File: config.mk
export PLATFORM = sky130hd
export DESIGN_NAME = spi_result_tx
export DESIGN_NICKNAME = d
export VERILOG_FILES = /design/src/rtl/spi_pkg.sv /design/src/rtl/sync_edge.sv /design/src/rtl/spi_result_tx.sv
export SDC_FILE = /design/constraint.sdc
export NUM_CORES = 1
export LEC_CHECK = 0
export ABC_AREA = 1
export BUFFER_PORTS_ARGS = -buffer_cell sky130_fd_sc_hd__buf_4
export CORE_MARGIN = 3
export CORE_UTILIZATION = 45
export DETAILED_ROUTE_END_ITERATION = 7
export GPL_TIMING_DRIVEN = 0
export HOLD_SLACK_MARGIN = 0.15
export PLACE_DENSITY_LB_ADDON = 0.2
export SETUP_SLACK_MARGIN = 0.4
export SYNTH_ARGS = -nofsm -noshare
export SYNTH_HDL_FRONTEND = slang
export SYNTH_SLANG_ARGS = --single-unit
File: constraint.sdc
create_clock -name clk -period 1.81 [get_ports clk]
set_input_delay 0.4525 -clock clk [delete_from_list [all_inputs] [get_ports clk]]
set_output_delay 0.4525 -clock clk [all_outputs]
set_load 0.01 [all_outputs]
File: src/rtl/spi_pkg.sv
// Shared types for the SPI calculator return path.
package spi_pkg;

  typedef enum logic [1:0] {
    IDLE  = 2'd0,
    ARMED = 2'd1,
    SHIFT = 2'd2,
    DONE  = 2'd3
  } tx_state_t;

  localparam int FRAME_W = 8;

  typedef struct packed {
    logic       n;
    logic       z;
    logic       c;
    logic       v;
    logic [3:0] r;
  } frame_t;

endpackage

File: src/rtl/sync_edge.sv
// Multi-stage synchronizer for an asynchronous input, followed by single-cycle
// rise/fall pulses taken against one extra history flop.
module sync_edge #(
  parameter int SYNC_STAGES = 2
) (
  input  logic clk,
  input  logic rst,
  input  logic din,
  output logic rise,
  output logic fall
);

  logic [SYNC_STAGES-1:0] sync_r;
  logic                   prev_r;

  // Synchronizer chain plus edge-history flop
  always_ff @(posedge clk) begin
    if (rst) begin
      sync_r <= '0;
      prev_r <= 1'b0;
    end else begin
      sync_r <= {sync_r[SYNC_STAGES-2:0], din};
      prev_r <= sync_r[SYNC_STAGES-1];
    end
  end

  assign rise = sync_r[SYNC_STAGES-1] & ~prev_r;
  assign fall = ~sync_r[SYNC_STAGES-1] & prev_r;

endmodule

File: src/rtl/spi_result_tx.sv
// SPI mode-0 return path: captures {flags,result} into a frame and shifts it
// out MSB-first on spi_MISO during the next chip-select window.
module spi_result_tx
  import spi_pkg::*;
#(
  parameter int                DATA_W      = 4,
  parameter int                SYNC_STAGES = 2,
  parameter logic [DATA_W+3:0] IDLE_BYTE   = {(DATA_W+4){1'b1}}
) (
  input  logic              clk,
  input  logic              rst,
  input  logic [DATA_W-1:0] result,
  input  logic [3:0]        flags,
  input  logic              result_valid,
  input  logic              spi_sck,
  input  logic              cs,
  output logic              spi_MISO,
  output logic              miso_oe,
  output logic              tx_busy,
  output logic              tx_done,
  output logic              overrun,
  output logic [7:0]        tx_count
);

  localparam int FRAME_LEN = DATA_W + 4;
  localparam int MSB       = FRAME_LEN - 1;
  localparam int BIT_W     = $clog2(FRAME_LEN);
  localparam logic [BIT_W-1:0] LAST_BIT = BIT_W'(FRAME_LEN - 1);

  logic                 sck_rise_s, sck_fall_s, cs_rise_s, cs_fall_s;
  logic [FRAME_LEN-1:0] new_frame_s, idle_load_s, pend_data_s;
  logic                 pend_valid_s, pend_ovr_s;

  tx_state_t            state_r;
  logic [FRAME_LEN-1:0] frame_r, pending_r, shift_r;
  logic                 pending_v_r, armed_tx_r;
  logic [BIT_W-1:0]     bit_cnt_r;

  sync_edge #(.SYNC_STAGES(SYNC_STAGES)) u_sck_sync (
    .clk (clk), .rst (rst), .din (spi_sck), .rise (sck_rise_s), .fall (sck_fall_s)
  );

  sync_edge #(.SYNC_STAGES(SYNC_STAGES)) u_cs_sync (
    .clk (clk), .rst (rst), .din (cs), .rise (cs_rise_s), .fall (cs_fall_s)
  );

  // Incoming frame, IDLE-state load value and the would-be pending slot
  always_comb begin
    new_frame_s  = {flags, result};
    idle_load_s  = IDLE_BYTE;
    pend_data_s  = pending_r;
    pend_valid_s = pending_v_r;
    pend_ovr_s   = 1'b0;
    if (result_valid) begin
      idle_load_s  = new_frame_s;
      pend_data_s  = new_frame_s;
      pend_valid_s = 1'b1;
      pend_ovr_s   = pending_v_r;
    end else begin
      idle_load_s  = IDLE_BYTE;
      pend_data_s  = pending_r;
      pend_valid_s = pending_v_r;
      pend_ovr_s   = 1'b0;
    end
  end

  // Transmit FSM with frame/pending/shift registers and registered outputs
  always_ff @(posedge clk) begin
    if (rst) begin
      state_r     <= IDLE;
      frame_r     <= '0;
      pending_r   <= '0;
      pending_v_r <= 1'b0;
      shift_r     <= '0;
      armed_tx_r  <= 1'b0;
      bit_cnt_r   <= '0;
      spi_MISO    <= 1'b0;
      miso_oe     <= 1'b0;
      tx_busy     <= 1'b0;
      tx_done     <= 1'b0;
      overrun     <= 1'b0;
      tx_count    <= 8'd0;
    end else begin
      tx_done <= 1'b0;
      case (state_r)
        IDLE: begin
          if (cs_fall_s) begin
            shift_r    <= idle_load_s;
            spi_MISO   <= idle_load_s[MSB];
            armed_tx_r <= result_valid;
            bit_cnt_r  <= '0;
            miso_oe    <= 1'b1;
            tx_busy    <= 1'b1;
            state_r    <= SHIFT;
          end else if (result_valid) begin
            frame_r <= new_frame_s;
            state_r <= ARMED;
          end
        end
        ARMED: begin
          if (cs_fall_s) begin
            shift_r     <= frame_r;
            spi_MISO    <= frame_r[MSB];
            armed_tx_r  <= 1'b1;
            bit_cnt_r   <= '0;
            pending_r   <= new_frame_s;
            pending_v_r <= result_valid;
            miso_oe     <= 1'b1;
            tx_busy     <= 1'b1;
            state_r     <= SHIFT;
          end else if (result_valid) begin
            frame_r <= new_frame_s;
            overrun <= 1'b1;
          end
        end
        SHIFT: begin
          pending_r   <= pend_data_s;
          pending_v_r <= pend_valid_s;
          if (pend_ovr_s) overrun <= 1'b1;
          if (cs_rise_s) begin
            // Short frame: an armed frame stays armed unless pending displaces it
            spi_MISO <= 1'b0;
            miso_oe  <= 1'b0;
            tx_busy  <= 1'b0;
            if (pend_valid_s) begin
              frame_r     <= pend_data_s;
              pending_v_r <= 1'b0;
              state_r     <= ARMED;
              if (armed_tx_r) overrun <= 1'b1;
            end else if (armed_tx_r) begin
              state_r <= ARMED;
            end else begin
              state_r <= IDLE;
            end
          end else if (sck_rise_s) begin
            bit_cnt_r <= bit_cnt_r + BIT_W'(1);
            if (bit_cnt_r == LAST_BIT) begin
              state_r <= DONE;
              if (armed_tx_r) begin
                tx_done  <= 1'b1;
                tx_count <= tx_count + 8'd1;
              end
            end
          end else if (sck_fall_s) begin
            shift_r  <= {shift_r[MSB-1:0], 1'b0};
            spi_MISO <= shift_r[MSB-1];
          end
        end
        DONE: begin
          pending_r   <= pend_data_s;
          pending_v_r <= pend_valid_s;
          if (pend_ovr_s) overrun <= 1'b1;
          if (cs_rise_s) begin
            spi_MISO <= 1'b0;
            miso_oe  <= 1'b0;
            tx_busy  <= 1'b0;
            if (pend_valid_s) begin
              frame_r     <= pend_data_s;
              pending_v_r <= 1'b0;
              state_r     <= ARMED;
            end else begin
              state_r <= IDLE;
            end
          end
        end
        default: begin
          state_r  <= IDLE;
          spi_MISO <= 1'b0;
          miso_oe  <= 1'b0;
          tx_busy  <= 1'b0;
        end
      endcase
    end
  end

endmodule
**Word-level counts from Yosys, hierarchy flattened**

Index checks and enable logic that the tools add are counted.

- Register bits after elaboration: 48
- Logic and storage cells: 125
- Input bits: 13

- Equal/unequal tests: 23
- Multiplexer cells: 53
- $add $sub $neg: 2
- Reductions and logical operators: 19
- Bitwise operators: 12

Operator list:

| cell | number |
|---|---|
| $mux 8 | 7 |
| $mux 7 | 5 |
| $pmux 8 s2 | 2 |
| $mux 1 | 21 |
| $pmux 7 s3 | 1 |
| $ne 2x2->1 const B | 10 |
| $ne 3x3->1 const B | 5 |
| $reduce_and 5->1 | 3 |
| $mux 2 | 7 |
| $mux 3 | 3 |
| $add 8x1->8 const B | 1 |
| $ne 2x1->1 const B | 4 |
| $not 1->1 | 8 |
| $pmux 2 s4 | 1 |
| $reduce_and 4->1 | 2 |
| $pmux 1 s2 | 3 |
| $pmux 3 s2 | 1 |
| $reduce_and 3->1 | 2 |
| $reduce_and 6->1 | 1 |
| $reduce_bool 2->1 | 3 |
| $reduce_bool 3->1 | 2 |
| $reduce_or 5->1 | 1 |
| $and 1x1->1 | 4 |
| $eq 2x2->1 const B | 2 |
| other kinds (8) | 10 |

**Depth between registers and ports, before layout**

Gate-level depths: netlist of the first run.

- Word-level depth: 6
- Depth in mapped cells: 11

**Hierarchy**

From an unflattened synthesis of the first run, not the netlist that was laid out.

- Cell total of the unflattened synthesis: 409
- Area total of the unflattened synthesis: 2,566.2 sq um

By module, submodules not included:

| module | seq. area each (sq um) | cells each | area an instance (sq um) | instances |
|---|---|---|---|---|
| spi_result_tx | 840.8 | 385 | 2,378.5 | 1 |
| sync_edge | 60.1 | 12 | 93.8 | 2 |

**Worst setup path before layout of the first run**

OpenSTA, ideal clock, no wires.

- Path kind: reg-to-reg
- From: reg state_r[0]
- To: reg frame_r[4]
- Setup time: 0.113 ns
- Data arrival time: 1.404 ns
- Path slack: 0.293 ns
- Data required time: 1.697 ns
- Stages on the path, launching flop included: 12
- Cell sequence: dfxtp_1 inv_1 ha_1 inv_2 nand2_2 nand2_2 buf_2 nand2_1 o21ai_1 nand2_1 nand2_1 nor2_1

- Longest elaborated chain between the ends: 4
- Elaborated cells on any way between the ends: 12

RTL lines:

| what | RTL line | text |
|---|---|---|
| start: declaration | spi_result_tx.sv:34 | `tx_state_t state_r;` |
| start signal: assignment | spi_result_tx.sv:70 | `state_r <= IDLE;` |
| start signal: assignment | spi_result_tx.sv:94 | `state_r <= SHIFT;` |
| start signal: assignment | spi_result_tx.sv:97 | `state_r <= ARMED;` |
| $eq 2x1->1 (tied with other cells) | spi_result_tx.sv:85 | `case (state_r)` |
| $reduce_or 2->1 (no line) | -- |  |
| $ne 2x2->1 (no line) / $ne 2x1->1 (equally long branches) | -- |  |
| $reduce_and 4->1 (no line) | -- |  |
| end signal: assignment | spi_result_tx.sv:96 | `frame_r <= new_frame_s;` |
| end signal: assignment | spi_result_tx.sv:112 | `frame_r <= new_frame_s;` |
| end signal: assignment | spi_result_tx.sv:126 | `frame_r <= pend_data_s;` |
| end: declaration | spi_result_tx.sv:35 | `logic [FRAME_LEN-1:0] frame_r, pending_r, shift_r;` |

Parallel ways exist; a longest one is shown, timed or not.
A chain may end at the register's enable or synchronous reset.

**Worst setup path after layout of the first run**

- From: reg state_r[0]
- To: reg shift_r[2]

- Longest elaborated chain between the ends: 3
- Elaborated cells on any way between the ends: 11

RTL lines:

| what | RTL line | text |
|---|---|---|
| $eq 2x2->1 (tied with other cells) | spi_result_tx.sv:85 |  |
| $ne 2x2->1 (no line) / $reduce_bool 3->1 (equally long branches) | -- |  |
| $reduce_and 6->1 (no line) | -- |  |
| end signal: assignment | spi_result_tx.sv:88 | `shift_r <= idle_load_s;` |
| end signal: assignment | spi_result_tx.sv:102 | `shift_r <= frame_r;` |
| end signal: assignment | spi_result_tx.sv:145 | `shift_r <= {shift_r[MSB-1:0], 1'b0};` |
| end: declaration | spi_result_tx.sv:35 |  |

Parallel ways exist; a longest one is shown, timed or not.

==> flow_results.org, run 1 <==
** Layout
- At the end of the flow, the number of nets in the layout was 456.
- Number of standard cells in the final layout excluding fillers :: 506
- The finished cells cover roughly 3400 sq um.
- Register Area :: 972 sq um
- Share of post-route cells with drive strength above 1 :: 28.4%
- Number of fill cells :: 445
- The multi-input combinational cells in the finished layout cover a total of around 1600 sq um.
- Cells fill 65.5% of the core in the end.
- Relative to the synthesized area, the layout overhead comes to 37.5%.
- The repair_antennas step left the layout with diodes totalling 0.

** Floorplanning
- For this design the top-level I/O count stands at 26.
- Measured along the y axis, the die boundary spans just over 80 um.
- The die covers 6480 sq um.
- Area of the placeable core :: roughly 5200 sq um
- The die is ~80 um wide.
- Initial Util :: a little under half
- After floorplanning, the core was divided into 26 placement rows.

** Detailed routing
- Wires add up to about 6800 um.
- Detailed routing placed a total of 3370 um of wire on met2.
- Across all layers, the routed design uses between 2000 and 3000 vias.
- In the routed design, unresolved DRC markers number 0.
- Using the TritonRoute via totals, the vias-per-cell ratio works out to 5.05.
- The detailed router used layers up to and including met4.
- After the first detailed-routing iteration, the DRC count stood at between 150 and 200.
- Average routed wire per standard cell :: 13.3 um
- Metal1 wirelength :: ~3000 um
- Once detail routing completed, the nets flagged for antenna violations numbered 0.
- Wire length on met3 :: 251 um
- The first TritonRoute pass finished after 4 iterations.

** Power
- Worst IR Drop VDD :: between 900 and 1000 uV
- Standby leakage power :: between 1.5 and 2 nW
- Int Pwr :: approximately 3.6 mW
- Clk network pwr share :: 17.0%
- Gate power share :: between 50 and 60%
- Of the total power, registers draw about a quarter.
- Of the total power, the share spent switching nets is a little over two fifths.
- In this run the power spent charging and discharging nets is approximately 2.7 mW.
- Power spread over the standard cell area amounts to between 1500 and 2000 nW/um^2.
- Summing internal, switching and leakage power gives around 6.2 mW.

** Min path
- Path type of the worst min-delay path :: in -> reg

** STA
- In the final timing run, aggregate negative setup slack is 0 ns.
- Final count of pins violating max slew :: 0
- Setup repair after global routing could not meet its margin everywhere.
- For the pin with the worst max-slew slack, the measured transition is 0.587 ns.
- FMAX :: 0.638 GHz
- Across all hold checks on the routed design, the worst slack comes to approximately 0.34 ns.
- Setup skew after layout :: 0.00616 ns
- Max-slew headroom at the worst pin :: ~60%
- Number of hold violations in the final report :: 0
- Final period utilization :: between 80 and 90%
- The worst path meets setup with ~0.24 ns of slack.
- The smallest clock period supported by the final layout is computed as around 1.6 ns.
- Setup violations remaining at the end of the flow were counted as 0.

** Placement
- Setup Slack @ Placement :: around 0.16 ns
- Port Buf Inserts :: 24
- Cell area reported after detailed placement :: 2800 sq um
- At the end of routability-driven placement, the weighted congestion stood at 0.874.
- Detail Placement HPWL :: 4200 um
- Number of placed instances, taps included :: ~480

** Worst setup path
- Critical Path RT :: about 2.1 ns
- Endpoint kind of the worst setup timing path :: flop
- Cell with the most instances on the worst path :: nand2_1
- The slowest stage of the critical path is the dfxtp_4 cell.
- The critical path in this run is classified as reg -> reg.
- Maximum net fanout on the critical path :: 6
- The worst setup path is launched from a flop.
- For the worst setup path, the data arrival time is roughly 1.8 ns.
- Critical path's largest stage delay :: roughly 0.40 ns
- The signal on the critical path passes through inv_6, ha_4, buf_8, o21ai_4, nand3_4, buf_6, nand2_1, nand2_1, nor2_1.

** Synthesis
- Dominant cell by count in the synthesized netlist :: nand2_1
- By area, the combinational part of the netlist is dominated by simple AND/OR/NAND/NOR gates.
- After synthesis, the share of cell area in mux cells is 0%.
- Synth Register Bits :: 48
- After Yosys synthesis, XOR and XNOR cells account for 0.351% of the synthesized area.
- The commonest cells after synthesis are nand2_1 (107), nor2_1 (70), dfxtp_1 (48).
- Yosys attributes the largest share of cell area to dfxtp_1 (38%), nand2_1 (16%), nor2_1 (11%), inv_1 (6.5%), o21ai_0 (5.6%).
- The synthesized netlist devotes about an eighth of its cell area to compound gates.
- After Yosys synthesis, full adders, half adders and majority gates account for around 4% of the synthesized area.
- During synthesis, Yosys emitted a total of 0 warnings.
- Most area-hungry cell type in the Yosys netlist :: dfxtp_1
- Simple-gate share of the synthesized area :: about 34%
- Share of synthesized area occupied by flip-flops and latches :: between 30% and 40%
- Post-synth net total :: just over 400
- Yosys mapped a number of flops with a built-in enable equal to 0.
- Number of library cell types mapped by synthesis :: 31
- Proportion of synthesized flip-flops having asynchronous set or reset :: 0%
- The top cell type by area accounts for 38.5% of the synthesized area.
- The mapped netlist covers around 2500 sq um.
- Synthesis handed over a netlist of between 300 and 400 instances.
- Post-Syn Area per Cell :: ~6.4 sq um
- Most frequently used flop master after synthesis :: dfxtp_1

** Status
- The run finished with clean final reports.

** Clock tree
- The tree is rooted in a clkbuf_8.
- Count of hold-fix buffers inserted at cts :: 0
- TritonCTS built the clock tree.
- In this run the deepest clock path goes through 2 buffers.
- CTS HTree Levels :: 2
- CTS sink count :: between 40 and 50
- Clk pin slew, worst setup/hold paths :: around 0.09 ns
- Number of clock buffers inserted by TritonCTS :: 5
- The later pin in the worst-skew pair is clocked with a latency of approximately 0.31 ns.

** GRT
- Initial antenna violation count :: 0
- Sum of overflow across all layers after global routing :: 0
- Global-route wire length before repair :: around 11000 um
- The via count of the first global-routing pass came to 2362.
- Global routing used 21.4% of the available tracks.
- Entering global routing, the biggest net connects 16 pins.

** Job
- Max-cap violations in this run came to 0.
## path summary, 6_finish.rpt
path                     endpoint  cells after the start  slack, ns                  from
max                    shift_r[2]                      9       0.24            state_r[0]
min           u_cs_sync.sync_r[0]                      3       0.34                    cs
max reg2reg            shift_r[2]                      9       0.24            state_r[0]
min reg2reg  u_sck_sync.sync_r[1]                      2       0.41  u_sck_sync.sync_r[0]
## power by group through the flow
stage	sequential [mW]	clock [mW]	combinational [mW]
global route	1.63	1.12	3.95
finish	1.60	1.06	3.57
detailed placement	1.56	0	2.39
floorplan	1.54	0	1.90
global placement	1.56	0	2.36
CTS	1.58	1.07	3.05
## flip-flops by register name (all words and copies together) (netlist names), 2 cells and up
signal	cells
pending_r	8
u_sck_sync.sync_r	2
bit_cnt_r	3
tx_count	8
shift_r	7
frame_r	8
state_r	2
u_cs_sync.sync_r	2
## timing repair
item                                    in CTS  in global routing
buffers inserted                             8                  5
hold endpoints to repair                     0                  0
pin swaps                                   12                 13
resized for setup                           57                 42
gates cloned                                 4                  0
endpoints found under the setup margin      37                 42
## cells by family after synthesis
kind of cell | count (synthesis)
and+or+nand+nor | 209
buffers and inverters | 63
AOI/OAI and AO/OA | 58
DFF | 48
adders and majority gates | 8
xor gates and xnor gates | 1
## layout by cell type (no fill, tap or decap), drive strengths merged
| cell type | count |
|---|---|
| ha | 8 |
| a21oi | 17 |
| dfxtp | 48 |
| nand3 | 18 |
| xor2 | 1 |
| a31oi | 1 |
| nor2 | 71 |
| nand4 | 1 |
| o21a | 1 |
| nor3b | 1 |
| or2 | 1 |
| buf | 51 |
| nor3 | 2 |
| nand2 | 114 |
| bufinv | 3 |
| nor4 | 1 |
| o21bai | 2 |
| inv | 48 |
| clkbuf | 10 |
| o22ai | 1 |
| o21ai | 36 |
## cell type report
class,count,area share [%]
repair buffers,41,10.1
clock inverters,3,2.62
inverters,48,5.76
plain buffers,15,3.43
well taps,70,2.55
flip-flops and latches,48,28.3
multi-input cells,276,45.2
clock buffers,5,2.01
## routing by layer
layer,vias up,GRT usage (%)
met5,-,0
met4,0,6.59
met3,14,4.82
met2,49,35.8
met1,1197,27.3
li1,1297,-
## worst max-delay path, delay by kind of cell, from the launching register on
kind	cells	cell delay, ns
adders and majority gates	1	0.19
and+or+nand+nor	4	0.38
DFF	1	0.40
AOI/OAI and AO/OA	1	0.18
buffers and inverters	3	0.34
Note: power is estimated with default switching activity, not from simulation.
==> run 2, diff against run 1 <==
Settings changed: SETUP_SLACK_MARGIN 0.4 to 0.02.
==> flow_results.org, run 2 (synthesis gave the netlist of run 1 again) <==
** Worst setup path
- The most numerous cell type found on the critical path is nand2_1.
- Of all nets on the critical path, the largest fanout is 10.
- Walking the worst path, the cells encountered are inv_1, ha_2, buf_2, o21ai_1, nand3_2, buf_6, nand2_1, nand2_1, nor2_1.
- Tracing the worst setup path back leads to its startpoint at state_r[0].
- Crit-path slowest cell :: dfxtp_1
- The worst setup path is captured at a flop.
- STA classifies the critical path startpoint as a flop.
- Data on the critical path arrives at its endpoint at ~1.9 ns.
- Data on the critical path is required at its endpoint by ~2 ns.
- Worst reg2reg startpoint :: state_r[0]
- Path depth of the worst reg2reg path :: 9
- The critical path is of the reg -> reg type.
- Critical path's largest stage delay :: roughly 0.38 ns

** Power
- Summed over all nets, the switching power comes to around 2.0 mW.
- Power density over the cells :: about 1600 nW/um^2
- Clk network pwr share :: between 10% and 20%
- Fraction of power spent switching nets :: approximately 44%
- In this run, flip-flops and latches consume 33.6% of the power.
- Overall power consumption after layout is estimated at 4.57 mW.
- The internal power of the cells totals between 2 and 3 mW.
- In this run the static leakage power is around 1.4 nW.
- The share of total power dissipated in combinational logic is between 50% and 60%.
- Worst IR Drop VDD :: approximately 700 uV

** GRT
- Entering global routing, the biggest net connects 14 pins.
- Sum of overflow across all layers after global routing :: 0
- Total routing resource utilization after global routing :: 19.1%
- The number of antenna violations at the first check in global routing is 0.
- Global-route wire length before repair :: just under 10000 um
- Number of global-route vias before repair :: 2184

** STA
- Transition time of the tightest slew-check pin :: between 0.5 and 0.6 ns
- The final hold violation count was 0.
- Timing would allow up to about 0.6 GHz.
- Adding up every negative setup slack in the final design gives 0 ns.
- Measured against its own limit, the worst slew margin works out to 63.2%.
- Of the available clock period, the critical path in the final layout requires 91.6%.
- Setup violations remaining at the end of the flow were counted as 0.
- For the finished layout, the period the worst path requires is 1.66 ns.
- Setup repair after global routing left no endpoint under its margin.
- Setup skew after layout :: 0.00552 ns
- Final count of pins violating max slew :: 0

** Floorplanning
- Rows :: 26
- The total area inside the core boundary comes to between 5000 and 6000 sq um.
- The die is approximately 80 um wide.
- Y dimension of the die :: between 80 and 90 um
- Pin placement for this block handled 26 I/O pins.
- For this configuration, the core starts out at a cell density of between 40 and 50%.
- Die footprint :: approximately 6500 sq um

** Detailed routing
- For this run, the detailed router's first-pass iteration total came to 4.
- Using the TritonRoute via totals, the vias-per-cell ratio works out to between 4 and 5.
- Average routed wire per standard cell :: 11.4 um
- Remaining design rule violation count :: 0
- Summed over all layers, the routed wires come to between 5000 and 6000 um.
- Initial DRC count :: roughly 130
- The detail route stage leaves a number of antenna-violating nets equal to 0.
- Vias post-DR :: 2323

** Clock tree
- Worst-case clock buffer depth :: 2
- Clock Tree Root :: clkbuf_8
- CTS built an H-tree with a depth of 2.
- Number of clock buffers inserted by TritonCTS :: 5
- For this design, the sink count on the clock tree is 48.
- Clock latency on the worst-skew pair, taken at its later pin, is around 0.3 ns.
- TritonCTS built the clock tree.
- Count of hold-fix buffers inserted at cts :: 0
- Clk pin slew, worst setup/hold paths :: ~0.09 ns

** Placement
- Routability-driven placement finished with a final weighted congestion of around 0.84.
- Port Buf Inserts :: 24
- Summed over all nets, the half-perimeter wirelength after detailed placement is approximately 4200 um.
- Summing all placed instances gives a cell area of roughly 2800 sq um.

** Layout
- The repair_antennas step left the layout with diodes totalling 0.
- For this run, the share of the core covered by cells in the final layout is 54.9%.
- Commonest non-fill, non-tap cells in the layout :: nand2_1 (106), nor2_1 (69), dfxtp_1 (47)
- For this run, the post-layout net count is around 440.
- Share of post-route cells with drive strength above 1 :: approximately 15%
- Once layout is done, the placed cells without fillers occupy about 2900 sq um.
- Number of fill cells :: approximately 540
- Compared with the post-synthesis result, the final layout area differs by 15.2%.
- In the final layout, the registers with the most flip-flops are frame_r: 8 flops, pending_r: 8 flops, tx_count: 8 flops.
- The library cell used most frequently in the layout, excluding fill and tap cells, is nand2_1.

** Min path
- Path type of the worst min-delay path :: in -> reg
- Worst hold path depth :: 3
- The worst hold path begins at spi_sck.

** Status
- The flow ran to the end, and the final reports show no timing, DRC or antenna violations.

** Job
- # Max-Cap Violations :: 0
[run 2: power groups by stage]
stage	Sequential [mW]	Combinational (mW)	Clock, mW
2_1_floorplan	1.53	1.82	0
3_3_place_gp	1.55	2.28	0
3_5_place_dp	1.55	2.32	0
4_1_cts	1.53	2.35	0.681
5_1_grt	1.57	2.78	0.726
6_report	1.54	2.38	0.659
[run 2: what timing repair did]
item	CTS	global route
gates resized for setup	0	8
cloned	0	0
setup endpoints to repair	2	24
setup buffers	1	0
[run 2: path summary, 6_finish.rpt]
path	to	slack, ns
worst min register to register	u_cs_sync.sync_r[1]	0.41
worst min-delay path	u_sck_sync.sync_r[0]	0.35
worst max register to register	shift_r[6]	0.15
worst max-delay path	shift_r[6]	0.15
[run 2: through the flow]
| stage | setup slack [ns] | instances | hold WS [ns] |
|---|---|---|---|
| final | 0.152 | 489 | 0.353 |
| after global routing | 0.0214 | 489 | 0.350 |
| after CTS | 0.0352 | 490 | 0.345 |
| after detailed placement | 0.0153 | 481 | 0.395 |
| after global placement | 0.0238 | 481 | 0.389 |
| after floorplan | 0.293 | 387 | 0.388 |
[run 2: layer usage]
| metal | global-route usage, % | vias up | part of all wire (%) |
|---|---|---|---|
| met5 | 0 | - | 0 |
| met4 | 5.91 | 0 | 1.3 |
| met3 | 3.36 | 7 | 4.5 |
| met2 | 31.3 | 41 | 46 |
| met1 | 25.3 | 1013 | 48 |
| li1 | - | 1262 | - |
[run 2: critical path: cells and delay by family, from the launching register on]
family / cells / cell delay (ns)
adders and majority gates: 1 / 0.23
DFF: 1 / 0.38
and+or+nand+nor: 4 / 0.34
buffers and inverters: 3 / 0.47
AOI/OAI and AO/OA: 1 / 0.17
[run 2: area by class of cell]
cell class              count  area (sq um)  area share [%]
flip-flops and latches     48           962            33.4
clock buffers               8          90.1            3.13
repair buffers             25           188            6.52
multi-input cells         276          1280            44.6
well taps                  70          87.6            3.04
inverters                  48           180            6.26
plain buffers              14          86.3            3.00
